$ cat src/rtl/aes_pkg.sv
// Shared AES-128 constants, controller state encoding and GF(2^8) byte helpers.
// Blocks are [0:127] vectors: bit 0 is the MSB and byte k is blk[8k+:8].
package aes_pkg;

    localparam int unsigned NR     = 10;
    localparam int unsigned RIDX_W = 4;
    localparam int unsigned BLK_W  = 128;

    typedef enum logic [1:0] {
        IDLE  = 2'd0,
        ROUND = 2'd1,
        DONE  = 2'd2
    } fsm_e;

    // FIPS-197 S-box, entry b at bits [8b +: 8].
    localparam logic [0:2047] SBOX_TABLE = {
        128'h637c777bf26b6fc53001672bfed7ab76, 128'hca82c97dfa5947f0add4a2af9ca472c0,
        128'hb7fd9326363ff7cc34a5e5f171d83115, 128'h04c723c31896059a071280e2eb27b275,
        128'h09832c1a1b6e5aa0523bd6b329e32f84, 128'h53d100ed20fcb15b6acbbe394a4c58cf,
        128'hd0efaafb434d338545f9027f503c9fa8, 128'h51a3408f929d38f5bcb6da2110fff3d2,
        128'hcd0c13ec5f974417c4a77e3d645d1973, 128'h60814fdc222a908846eeb814de5e0bdb,
        128'he0323a0a4906245cc2d3ac629195e479, 128'he7c8376d8dd54ea96c56f4ea657aae08,
        128'hba78252e1ca6b4c6e8dd741f4bbd8b8a, 128'h703eb5664803f60e613557b986c11d9e,
        128'he1f8981169d98e949b1e87e9ce5528df, 128'h8ca1890dbfe6426841992d0fb054bb16
    };

    function automatic logic [7:0] sbox(input logic [7:0] b);
        return SBOX_TABLE[{b, 3'b000} +: 8];
    endfunction

    function automatic logic [7:0] xtime(input logic [7:0] b);
        return {b[6:0], 1'b0} ^ (b[7] ? 8'h1b : 8'h00);
    endfunction

endpackage

$ cat src/rtl/aes_round_datapath.sv
// One combinational AES encryption round: sub_bytes, shift_rows, mix_columns, key XOR.
// first keeps only the key XOR (initial whitening); last skips mix_columns.
module aes_round_datapath
    import aes_pkg::*;
(
    input  logic [0:BLK_W-1] state,
    input  logic [0:BLK_W-1] key,
    input  logic             first,
    input  logic             last,
    output logic [0:BLK_W-1] result
);

    logic [0:BLK_W-1] sb, sr, mc, pre;
    logic [7:0]       col [4];

    always_comb begin
        sb  = '0;
        sr  = '0;
        mc  = '0;
        col = '{default: '0};
        for (int k = 0; k < 16; k++) begin
            sb[8*k +: 8] = sbox(state[8*k +: 8]);
        end
        // Row r of column c takes the byte from column (c + r) mod 4.
        for (int c = 0; c < 4; c++) begin
            for (int r = 0; r < 4; r++) begin
                sr[8*(4*c+r) +: 8] = sb[8*(4*((c+r)%4)+r) +: 8];
            end
        end
        for (int c = 0; c < 4; c++) begin
            for (int i = 0; i < 4; i++) begin
                col[i] = sr[32*c+8*i +: 8];
            end
            mc[32*c    +: 8] = xtime(col[0]) ^ xtime(col[1]) ^ col[1] ^ col[2] ^ col[3];
            mc[32*c+8  +: 8] = col[0] ^ xtime(col[1]) ^ xtime(col[2]) ^ col[2] ^ col[3];
            mc[32*c+16 +: 8] = col[0] ^ col[1] ^ xtime(col[2]) ^ xtime(col[3]) ^ col[3];
            mc[32*c+24 +: 8] = xtime(col[0]) ^ col[0] ^ col[1] ^ col[2] ^ xtime(col[3]);
        end
    end

    assign pre    = first ? state : (last ? sr : mc);
    assign result = pre ^ key;

endmodule

$ cat src/rtl/aes_round_ctrl.sv
// Iterative AES-128 encryption controller: one round per accepted round key,
// ciphertext held on the output until downstream accepts it.
module aes_round_ctrl #(
    parameter int unsigned NR     = aes_pkg::NR,
    parameter int unsigned RIDX_W = aes_pkg::RIDX_W
) (
    input  logic                      clk,
    input  logic                      reset,
    input  logic                      in_valid,
    output logic                      in_ready,
    input  logic [0:aes_pkg::BLK_W-1] in_data,
    output logic                      key_req,
    output logic [RIDX_W-1:0]         key_idx,
    input  logic                      key_valid,
    input  logic [0:aes_pkg::BLK_W-1] round_key,
    output logic                      out_valid,
    input  logic                      out_ready,
    output logic [0:aes_pkg::BLK_W-1] out_data,
    output logic                      busy
);
    import aes_pkg::*;

    localparam logic [RIDX_W-1:0] LastRound = RIDX_W'(NR);

    fsm_e              fsm_q, fsm_d;
    logic [0:BLK_W-1]  state_q, state_d, round_out;
    logic [RIDX_W-1:0] round_q, round_d;
    logic              first, last;

    assign first = (round_q == '0);
    assign last  = (round_q == LastRound);

    aes_round_datapath u_datapath (
        .state  (state_q),
        .key    (round_key),
        .first  (first),
        .last   (last),
        .result (round_out)
    );

    always_ff @(posedge clk or posedge reset) begin
        if (reset) begin
            fsm_q   <= IDLE;
            state_q <= '0;
            round_q <= '0;
        end else begin
            fsm_q   <= fsm_d;
            state_q <= state_d;
            round_q <= round_d;
        end
    end

    always_comb begin
        fsm_d     = fsm_q;
        state_d   = state_q;
        round_d   = round_q;
        in_ready  = 1'b0;
        key_req   = 1'b0;
        key_idx   = '0;
        out_valid = 1'b0;
        out_data  = '0;
        busy      = 1'b0;
        unique case (fsm_q)
            IDLE: begin
                in_ready = 1'b1;
                if (in_valid) begin
                    state_d = in_data;
                    round_d = '0;
                    fsm_d   = ROUND;
                end
            end
            ROUND: begin
                key_req = 1'b1;
                key_idx = round_q;
                busy    = 1'b1;
                if (key_valid) begin
                    state_d = round_out;
                    if (last) begin
                        fsm_d = DONE;
                    end else begin
                        round_d = round_q + 1'b1;
                    end
                end
            end
            DONE: begin
                // state_q reaches the output only here so partial rounds never leak.
                out_valid = 1'b1;
                out_data  = state_q;
                busy      = 1'b1;
                if (out_ready) begin
                    fsm_d = IDLE;
                end
            end
            default: fsm_d = IDLE;
        endcase
    end

endmodule
$ cat config.mk
export PLATFORM = sky130hd
export DESIGN_NAME = aes_round_ctrl
export DESIGN_NICKNAME = d
export VERILOG_FILES = /design/src/rtl/aes_pkg.sv /design/src/rtl/aes_round_datapath.sv /design/src/rtl/aes_round_ctrl.sv
export SDC_FILE = /design/constraint.sdc
export NUM_CORES = 2
export LEC_CHECK = 0
export CAP_MARGIN = 20
export CORE_UTILIZATION = 40
export CTS_BUF_LIST = sky130_fd_sc_hd__clkbuf_8
export CTS_CLUSTER_DIAMETER = 120
export CTS_CLUSTER_SIZE = 8
export DETAILED_ROUTE_END_ITERATION = 10
export PLACE_DENSITY = 0.61
export SYNTH_ARGS = -nofsm -noshare
export SYNTH_HDL_FRONTEND = slang
export SYNTH_SLANG_ARGS = --single-unit
$ cat constraint.sdc
create_clock -name clk -period 11.9 [get_ports clk]
set_input_delay 2.38 -clock clk [delete_from_list [all_inputs] [get_ports clk]]
set_output_delay 2.38 -clock clk [all_outputs]
set_load 0.01 [all_outputs]
==> impl_metrics.toml <==
[setup_path]
ff2ff_setup_slack_ns = 5.77
worst_setup_path_start_kind = "flop"
worst_r2r_path_depth = 14
worstPathCellList = "inv_1, ha_1, buf_4, inv_6, buf_4, nor2_1, clkdlybuf4s50_1"
cp_data_required_time_ns = 9.52
path_class = "reg -> out"
worstPathMaxFanout = 63
critical-path-max-stage-delay_ns = 0.84
cp_data_arrival_time_ns = 4.18
timing.critical_path.slowest_stage_cell = "buf_4"
cp_num_buf_inv = 5
cp-startpoint = "fsm_q[0]"
critPathCaptureType = "output port"
reg2reg_to = "state_q[54]"
critical_path.reg2reg.startpoint = "state_q[79]"
critPathMostFrequentCell = "buf_4"
kind_of_cell_adding_the_most_delay_to_the_critical_path = "buffers and inverters"

[drt]
post_route_ant_nets = 0
dr.first_iter.drc_count = 19100
drc_errors = 2
drt-wirelength-per-cell_um = 36.1
wl_mm = 439
vias_per_cell = 7.63
drt_pass1_iterations = 11
routed_via_count = 92800

[timing]
timing_max_transition_violations_final = 0
fin_setup_tns_ns = 0
timing.final.hold_violations = 0
timing.slew.headroom = 0.0470
final.period_utilization = 0.551
achievable-frequency_mhz = 152
report.final.setup_viol = 0
finalWorstPathRequiredPeriod_ns = 6.56
final_worst_clock_skew_ns = 0.0280
grt_setup_unrepaired = "false"
max_slew.worst_pin.slew_ns = 1.39

[yosys]
yosys.area.top_type = "a21oi_1"
edff_count_synth = 0
synth.area.top_cells = "a21oi_1 (5.6%), o21ai_0 (5.5%), dfrtp_1 (4.8%), mux4_2 (4.7%), nor2_1 (4.3%)"
synth.yosys.warnings = 0
synth_top_flop_cell = "dfrtp_1"
post_synth_instance_area_um2 = 70100
ys_seq_area_frac = 0.0478
synthDominantCellAreaShare = 0.0563
syn_inst = 10400
ys_types = 130
synth_async_sr_flop_share = 1.00
synth.avg_cell_area_um2 = 6.76
synth_fp_nets = 10900
yosys_reg_bits = 134

[clock_tree]
number_of_cts_inserted_buffers = 17
holdBufCountCts = 0
clkLatencyLatePin_ns = 0.66
clock_tree.buffer_depth = 2
clock-sinks = 134
tritoncts_clock_tree = "built"
postCtsSetupBuffers = 0
post_cts_resize_count = 0
cts.reportedPaths.clkPinSlew_ns = 0.09
clock_tree.root_cell = "clkbuf_8"
maximum_level_of_the_cts_h_tree = 4

[floorplan]
floorplan.io_pins = 397
chipHeight_um = 421
fp.dieW_um = 421
initial_core_util = 0.403
core_area_um2 = 174000
design.die.area_um2 = 177000
std_cell_rows = 153

[grt]
grt_use_total = 0.473
overflow = 0
first_pass_grt_wire_length_mm = 625
antenna_violations_before_repair = 55
first_global_vias = 83100
grt_max_degree = 111

[cells_and_area]
drive_above_1_share = 0.0830
mostFrequentLayoutCells = "nor2_1 (801), a21oi_1 (789), o21ai_0 (765)"
nets = 10300
layout_area_growth_over_synthesis_pct = 5.42
mostFrequentLayoutCell = "nor2_1"

[hold_path]
worst_hold_path.num_cells = 1
timing.hold.worst.class = "reg -> reg"
timing.hold.worst_endpoint = "state_q[5]"
min-delay-start = "state_q[5]"

[place]
hpwl_mm = 308
placer_s_final_routability_congestion_estimate = 1.13
io_buffers = 396

[status]
outcome = "complete, but fails checks"
failing_checks = "DRC"

[run]
timing.max_cap.violations = 0
registers in the layout, summed over array words and instances, names as in the netlist:
name     count
round_q      4
fsm_q        2
state_q    128
metal layers:
metal	track usage	routed length, um	vias up
met4	0.345	39000	20
met3	0.131	58000	1953
li1	-	-	38200
met1	0.599	160000	44000
met5	0	118	-
met2	0.683	182000	8590
through the flow:
stage / util / setup WS (ns) / hold WS, ns / cells / cell area [um^2]
2_1_floorplan: - / 5.94 / 0.486 / 10400 / 70100
3_3_place_gp: 0.421 / 5.73 / 0.486 / 12100 / 73300
3_5_place_dp: 0.421 / 5.64 / 0.499 / 12100 / 73300
4_1_cts: 0.424 / 5.56 / 0.519 / 12100 / 73700
5_1_grt: 0.424 / 5.30 / 0.548 / 12200 / 73900
6_report: 0.425 / 5.34 / 0.522 / 12200 / 73900
logic make-up (layout without fill, tap and decap cells):
family | after synthesis | in the layout | synth area share
AOI/OAI and AO/OA | 3938 | 3938 | 0.392
xor gates and xnor gates | 528 | 528 | 0.0766
adders and majority gates | 235 | 235 | 0.0419
buffers and inverters | 1462 | 884 | 0.0937
DFF | 134 | 134 | 0.0478
muxes | 335 | 335 | 0.0751
other | 0 | 51 | 0
and+or+nand+nor | 3734 | 3734 | 0.273
worst max-delay path by stage:
stage | to | slack (ns) | depth (start not counted)
finish | out_data[45] | 5.34 | 7
global route | out_data[45] | 5.30 | 7
CTS | out_data[123] | 5.56 | 7
detailed placement | state_q[70] | 5.64 | 10
global placement | state_q[70] | 5.73 | 10
floorplan | fsm_q[0] | 5.94 | 1
area by class of cell:
| type | count | area, um^2 |
|---|---|---|
| fill | 18400 | 100000 |
| clock buffer | 18 | 248 |
| tap | 2325 | 2910 |
| inverter | 185 | 709 |
| antenna | 51 | 128 |
| clock inverter | 14 | 139 |
| sequential | 134 | 3470 |
| timing repair buffer | 667 | 6000 |
| multi-input combinational | 8770 | 60300 |
worst reg2reg max path: cells and delay by family (launching register included):
family | cells | cell delay [ns]
xor+xnor | 5 | 1.76
mux | 1 | 0.92
fa+ha+maj | 1 | 0.52
buf+inv | 2 | 0.84
simple gates | 1 | 0.05
compound gates | 4 | 1.58
flops | 1 | 0.38
cell usage after synthesis (192+ instances only):
cell type,instances
xnor2_1,306
a21oi_1,789
o211ai_1,199
ha_1,234
buf_2,461
nor3_1,332
nand2b_1,360
a31oi_1,215
nand2_1,728
nor2_1,804
clkbuf_1,631
nand3_1,360
a211oi_1,192
nor2b_1,347
o21ai_0,766
Power is not shown: default switching activity piles up to over one toggle a cycle in this logic, so the estimate is an artifact.
